### config.mk
export PLATFORM = sky130hd
export DESIGN_NAME = race_controller
export DESIGN_NICKNAME = d
export VERILOG_FILES = /design/src/rtl/race_controller_pkg.sv /design/src/rtl/race_controller_tick_divider.sv /design/src/rtl/race_controller.sv
export SDC_FILE = /design/constraint.sdc
export NUM_CORES = 1
export LEC_CHECK = 0
export ABC_AREA = 0
export BUFFER_PORTS_ARGS = -buffer_cell sky130_fd_sc_hd__buf_2
export CORE_MARGIN = 8
export CORE_UTILIZATION = 50
export DETAILED_ROUTE_END_ITERATION = 10
export GPL_TIMING_DRIVEN = 0
export PLACE_DENSITY_LB_ADDON = 0.12
export SLEW_MARGIN = 20
export SYNTH_ARGS = -nofsm -noshare
export SYNTH_HDL_FRONTEND = slang
export SYNTH_SLANG_ARGS = --single-unit
export TNS_END_PERCENT = 10
### constraint.sdc
create_clock -name clk -period 4.4 [get_ports clk]
set_input_delay 0.88 -clock clk [delete_from_list [all_inputs] [get_ports clk]]
set_output_delay 0.88 -clock clk [all_outputs]
set_load 0.02 [all_outputs]
### src/rtl/race_controller_pkg.sv
// Shared definitions for the race game: game-state encoding broadcast to the
// physics engines and display, output widths, winner codes and the default
// race-timer ceiling.
package race_controller_pkg;

  // Value 2 is reserved and is never driven on the state bus.
  typedef enum logic [2:0] {
    ST_IDLE      = 3'd0,
    ST_SETTING   = 3'd1,
    ST_COUNTDOWN = 3'd3,
    ST_RACING    = 3'd4,
    ST_PAUSE     = 3'd5,
    ST_FINISH    = 3'd6
  } race_state_e;

  localparam int TIME_W        = 14;   // race_time / win_time width (centiseconds)
  localparam int DIGIT_W       = 4;    // countdown digit width
  localparam int TIME_MAX_DFLT = 9999; // default race-timer saturation value

  // Winner codes; a tie is both bits set, which lets the finish logic build the
  // code directly as {p2_edge, p1_edge}.
  localparam logic [1:0] WIN_NONE = 2'd0;
  localparam logic [1:0] WIN_P1   = 2'd1;
  localparam logic [1:0] WIN_P2   = 2'd2;
  localparam logic [1:0] WIN_TIE  = 2'd3;

endpackage

### src/rtl/race_controller_tick_divider.sv
// tick_divider: free-running modulo-DIV prescaler that emits a one-cycle tick
// on every DIV-th enabled clock.
//   clk  : system clock
//   rst  : asynchronous active-high reset, clears the count
//   clr  : synchronous clear, wins over en; no tick while clearing
//   en   : advance the count; when low the count is held frozen
//   tick : high for one cycle as the count wraps from DIV-1 to 0
module tick_divider #(
  parameter int DIV = 10
) (
  input  logic clk,
  input  logic rst,
  input  logic clr,
  input  logic en,
  output logic tick
);

  localparam int            CW   = (DIV > 1) ? $clog2(DIV) : 1;
  localparam logic [CW-1:0] LAST = CW'(DIV - 1);

  logic [CW-1:0] cnt_q, cnt_d;

  always_comb begin
    cnt_d = cnt_q;
    tick  = 1'b0;
    if (clr) begin
      cnt_d = '0;
    end else if (en) begin
      if (cnt_q == LAST) begin
        cnt_d = '0;
        tick  = 1'b1;
      end else begin
        cnt_d = cnt_q + 1'b1;
      end
    end
  end

  always_ff @(posedge clk or posedge rst) begin
    if (rst) cnt_q <= '0;
    else     cnt_q <= cnt_d;
  end

endmodule

### src/rtl/race_controller.sv
// race_controller: game-flow controller for a two-player race. Walks through
// IDLE -> SETTING -> COUNTDOWN -> RACING <-> PAUSE -> FINISH, runs the
// countdown digit on a 1 s tick and the race timer on a 10 ms tick, and
// latches the winner and winning time from the physics engines' finish flags.
//   clk          : system clock (CLK_FREQ Hz)
//   rst          : asynchronous active-high reset
//   start_btn    : debounced start/confirm level
//   pause_btn    : debounced pause/resume level
//   abort_btn    : debounced return-to-idle level
//   p1_finish    : finish level from physics engine 1
//   p2_finish    : finish level from physics engine 2
//   state        : game state broadcast (race_state_e encoding)
//   count_digit  : countdown digit, 0 = GO
//   race_time    : elapsed race time in centiseconds, saturates at TIME_MAX
//   winner       : 0 none, 1 P1, 2 P2, 3 tie
//   win_time     : race_time captured in the winning cycle
module race_controller
  import race_controller_pkg::*;
#(
  parameter int CLK_FREQ   = 100_000_000,
  parameter int COUNT_SECS = 3,
  parameter int TIME_MAX   = TIME_MAX_DFLT
) (
  input  logic               clk,
  input  logic               rst,
  input  logic               start_btn,
  input  logic               pause_btn,
  input  logic               abort_btn,
  input  logic               p1_finish,
  input  logic               p2_finish,
  output logic [2:0]         state,
  output logic [DIGIT_W-1:0] count_digit,
  output logic [TIME_W-1:0]  race_time,
  output logic [1:0]         winner,
  output logic [TIME_W-1:0]  win_time
);

  localparam int                 CS_DIV     = (CLK_FREQ / 100 > 0) ? CLK_FREQ / 100 : 1;
  localparam logic [TIME_W-1:0]  TIME_LIMIT = TIME_W'(TIME_MAX);
  localparam logic [DIGIT_W-1:0] DIGIT_INIT = DIGIT_W'(COUNT_SECS);

  race_state_e         state_q, state_d;
  logic [DIGIT_W-1:0]  digit_q, digit_d;
  logic [TIME_W-1:0]   race_q, race_d;
  logic [1:0]          winner_q, winner_d;
  logic [TIME_W-1:0]   win_time_q, win_time_d;

  // Edge-detect history. armed_q stays low for the first clock after reset so
  // a level already high when reset releases loads the history silently
  // instead of looking like a fresh press.
  logic start_q, pause_q, abort_q, p1_q, p2_q;
  logic armed_q;

  logic start_p, pause_p, abort_p, p1_e, p2_e;
  logic sec_en, sec_clr, sec_tick;
  logic cs_en, cs_clr, cs_tick;
  logic go_idle;

  function automatic logic [TIME_W-1:0] sat_inc(input logic [TIME_W-1:0] v);
    return (v >= TIME_LIMIT) ? TIME_LIMIT : v + 1'b1;
  endfunction

  assign start_p = start_btn & ~start_q & armed_q;
  assign pause_p = pause_btn & ~pause_q & armed_q;
  assign abort_p = abort_btn & ~abort_q & armed_q;
  assign p1_e    = p1_finish & ~p1_q    & armed_q;
  assign p2_e    = p2_finish & ~p2_q    & armed_q;

  // The 1 s prescaler only runs in COUNTDOWN and sits at zero elsewhere, so
  // entering COUNTDOWN always starts a full second. The 10 ms prescaler keeps
  // its value through PAUSE so a resumed race does not lose a partial tick.
  assign sec_en  = (state_q == ST_COUNTDOWN);
  assign sec_clr = ~sec_en;
  assign cs_en   = (state_q == ST_RACING);
  assign cs_clr  = ~((state_q == ST_RACING) | (state_q == ST_PAUSE));

  tick_divider #(.DIV(CLK_FREQ)) u_sec_div (
    .clk  (clk),
    .rst  (rst),
    .clr  (sec_clr),
    .en   (sec_en),
    .tick (sec_tick)
  );

  tick_divider #(.DIV(CS_DIV)) u_cs_div (
    .clk  (clk),
    .rst  (rst),
    .clr  (cs_clr),
    .en   (cs_en),
    .tick (cs_tick)
  );

  always_comb begin
    state_d    = state_q;
    digit_d    = digit_q;
    race_d     = race_q;
    winner_d   = winner_q;
    win_time_d = win_time_q;
    go_idle    = 1'b0;

    if (abort_p) begin
      go_idle = 1'b1;
    end else begin
      case (state_q)
        ST_IDLE: begin
          if (start_p) state_d = ST_SETTING;
        end
        ST_SETTING: begin
          if (start_p) begin
            state_d = ST_COUNTDOWN;
            digit_d = DIGIT_INIT;
          end
        end
        ST_COUNTDOWN: begin
          if (sec_tick) begin
            if (digit_q <= 4'd1) begin
              state_d = ST_RACING;
              digit_d = '0;
              race_d  = '0;
            end else begin
              digit_d = digit_q - 4'd1;
            end
          end
        end
        ST_RACING: begin
          // Finish beats pause; the timer is frozen at the winning value.
          if (p1_e | p2_e) begin
            state_d    = ST_FINISH;
            winner_d   = {p2_e, p1_e};
            win_time_d = race_q;
          end else begin
            if (cs_tick) race_d = sat_inc(race_q);
            if (pause_p) state_d = ST_PAUSE;
          end
        end
        ST_PAUSE: begin
          if (pause_p) state_d = ST_RACING;
        end
        ST_FINISH: begin
          if (start_p) go_idle = 1'b1;
        end
        default: begin
          go_idle = 1'b1;
        end
      endcase
    end

    if (go_idle) begin
      state_d    = ST_IDLE;
      digit_d    = '0;
      race_d     = '0;
      winner_d   = WIN_NONE;
      win_time_d = '0;
    end
  end

  always_ff @(posedge clk or posedge rst) begin
    if (rst) begin
      state_q    <= ST_IDLE;
      digit_q    <= '0;
      race_q     <= '0;
      winner_q   <= WIN_NONE;
      win_time_q <= '0;
      start_q    <= 1'b0;
      pause_q    <= 1'b0;
      abort_q    <= 1'b0;
      p1_q       <= 1'b0;
      p2_q       <= 1'b0;
      armed_q    <= 1'b0;
    end else begin
      state_q    <= state_d;
      digit_q    <= digit_d;
      race_q     <= race_d;
      winner_q   <= winner_d;
      win_time_q <= win_time_d;
      start_q    <= start_btn;
      pause_q    <= pause_btn;
      abort_q    <= abort_btn;
      p1_q       <= p1_finish;
      p2_q       <= p2_finish;
      armed_q    <= 1'b1;
    end
  end

  assign state       = state_q;
  assign count_digit = digit_q;
  assign race_time   = race_q;
  assign winner      = winner_q;
  assign win_time    = win_time_q;

endmodule

==> flow_summary.toml <==
[floorplanning]
core_area_um2 = 8720
fp.dieH_um = 111
rows = 34
num_io_pins = 44
dieArea_um2 = 12300
die_width_um = 111
initial_core_util = 0.515

[timing]
worst_slew_pin_slew_ns = 0.707
finalSetupTns_ns = 0
period_share = 0.728
rsz0062_at_grt = "false"
worst_clock_skew_ns = 0.0136
relSlewSlack = 0.525
hold_viol = 0
fin_worst_hold_slack_ns = 0.495
slew_violations = 0
clock.fmax_ghz = 0.312
layout_min_cycle_time_ns = 3.20
setup_violations = 0
fin_ws_ns = 1.20

[synth]
ys_types = 57
netlist.area_leader.share = 0.502
syn_area_per_cell_um2 = 9.89
synth_top_area_cell = "dfrtp_1"
ys_top_cells_by_area = "dfrtp_1 50%, nor2_1 5.9%, xor2_1 5.9%, a22o_1 3.1%, nand3_1 2.9%"
synthAdderAreaFrac = 0.0139
ys.flop_type = "dfrtp_1"
syn-instance-count = 454
synthesis.nets = 466
synth_area_um2 = 4490
synthMuxAreaShare = 0.00474
synth_xor_area_frac = 0.0800
synth_seq_cells = 90
synthSimpleGateAreaFrac = 0.223
synth_compound_area_frac = 0.144
synth_top_family_by_area = "simple AND/OR/NAND/NOR gates"
synth_warnings = 0
synth_edf_count = 0
async_reset_ff_frac = 1.00
ys_seq_area_frac = 0.502

[grt]
grt_usage = 0.162
overflow = 0
grt_pass1_vias = 3535
grt_max_degree = 54
grt_pass1_wl_mm = 16.9
antenna_found_initial = 0

[setup_path]
crit_top_cell = "clkbuf_1"
cp-startpoint = "u_sec_div.cnt_q[0]"
worstPathCellList = "ha_1, nand3_1, or3_1, nor4_2, a21oi_1, clkbuf_1, clkbuf_1, o31ai_1, o31ai_2"
startpoint_type = "flip-flop"
worstPathArrival_ns = 3.44
critPathSlowestCell = "nor4_2"
cp_max_fo = 10
end_kind = "flip-flop"
critical_path_class = "flip-flop to flip-flop"
cp_slowest_stage_delay_ns = 0.62
r2r-start = "u_sec_div.cnt_q[0]"
r2r_cells = 9
cp_data_required_time_ns = 4.63

[clock_network]
clk_pin_slew_ns = 0.09
clk_path_buf_depth = 2
root_buffer = "clkbuf_8"
clk_latency_ns = 0.35
cts_made_buffers = 9
holdBufCountCts = 0
cts_resized = 0
htreeDepth = 3
cts_tree = "yes"
clock_sinks = 90
postCtsSetupRepairBufs = 0

[route]
ant_nets = 0
drt_iter0_drc = 137
wl_per_cell_um = 15.9
routed_via_density = 5.77
vias = 3590
drc_errors = 0
wirelength_mm = 9.87
drtPass1Iterations = 4

[finish]
syn_to_final_growth_pct = 13.4
fin_nets = 521
layout-drive-gt1-share = 0.152
final_cell_mix = "90 x dfrtp_1, 70 x nor2_1, 44 x buf_2"
final_area_um2 = 5090
fill_cells = 766
n_antenna_cell = 0
final_common_cell = "dfrtp_1"
register_area_um2 = 2250
multi_input_area_um2 = 2100

[job]
maxCapViolations = 0

[placed_design]
dpl-instance-area_um2 = 4860
io_buffers = 43
place_congestion = 0.810
dp_slack_ns = 1.07
dp_hpwl_mm = 6.96

[run_status]
outcome = "finished, final reports clean"

[hold_path]
hp-class = "flip-flop to flip-flop"
whs_path_depth = 1
hold_start = "u_sec_div.cnt_q[0]"

[power]
powerDensity_nw_per_um2 = 447
power.leakage_nw = 2.25
vdd_drop_max_mv = 0.194
## flip-flops by register name (all words and copies together), names as in the netlist, 2 cells and up
signal           cells
u_sec_div.cnt_q     27
u_cs_div.cnt_q      20
race_time           14
win_time            14
count_digit          4
state                3
winner               2
## final cells by class
class | count | share of cell area
flip-flops and latches | 90 | 0.443
multi-input cells | 332 | 0.413
repair buffers | 44 | 0.0462
clock buffers | 12 | 0.0285
well taps | 108 | 0.0266
plain buffers | 21 | 0.0202
clock inverters | 4 | 0.0148
inverters | 11 | 0.00861
## cell families (layout without fill, tap and decap cells)
group / count (synthesis) / count (layout)
xor gates and xnor gates: 41 / 41
other: 1 / 1
adders and majority gates: 5 / 5
AOI/OAI and AO/OA: 87 / 87
DFF: 90 / 90
buffers and inverters: 32 / 92
muxes: 2 / 2
and+or+nand+nor: 196 / 196
## critical path, delay by kind of cell (launching register included)
family	cells	cell delay [ns]
and+or+nand+nor	3	1.13
AOI/OAI and AO/OA	3	0.74
buffers and inverters	2	0.59
DFF	1	0.40
adders and majority gates	1	0.22
## worst paths after layout
check | to | slack [ns]
setup / recovery | race_time[5] | 1.20
hold / removal | u_sec_div.cnt_q[0] | 0.49
setup reg to reg | race_time[5] | 1.20
hold reg to reg | u_sec_div.cnt_q[0] | 0.49
max in group asynchronous | u_cs_div.cnt_q[2] | 3.12
min in group asynchronous | u_cs_div.cnt_q[14] | 0.63
## power breakdown
group          leakage, nW  total (W)  switching, W  internal [W]
Sequential            1.23   0.000963     0.0000736      0.000889
Combinational        0.913   0.000683      0.000455      0.000228
Clock                0.103   0.000628      0.000292      0.000336
Total                 2.25    0.00227      0.000820       0.00145
## metal layers
metal | wire length (um) | global-route usage
met5 | 0 | 0
met4 | 172 | 0.0685
met3 | 383 | 0.0271
met2 | 4800 | 0.267
met1 | 4510 | 0.205
## cell usage after synthesis (4+ instances only)
cell type and n:
nor2_1 70, nand4_1 16, inv_1 11, a21oi_1 13
nand2_1 22, o31ai_2 5, and4_1 4, clkbuf_1 16
o31ai_1 9, xor2_1 30, a22o_1 16, nand3_1 26
nor3_1 12, a31oi_1 6, o21ai_0 16, xnor2_1 11
and3_1 9, or3_1 5, or2_2 4, dfrtp_1 90
ha_1 5, nor2b_1 6
## through the flow
step / std cells / util / total power (W)
after global routing: 622 / 0.584 / 0.00241
final: 622 / 0.584 / 0.00227
after global placement: 605 / 0.555 / 0.00164
after CTS: 622 / 0.583 / 0.00229
after detailed placement: 606 / 0.558 / 0.00166
after floorplan: 454 / - / 0.00146
(Power assumes the default switching activity.)
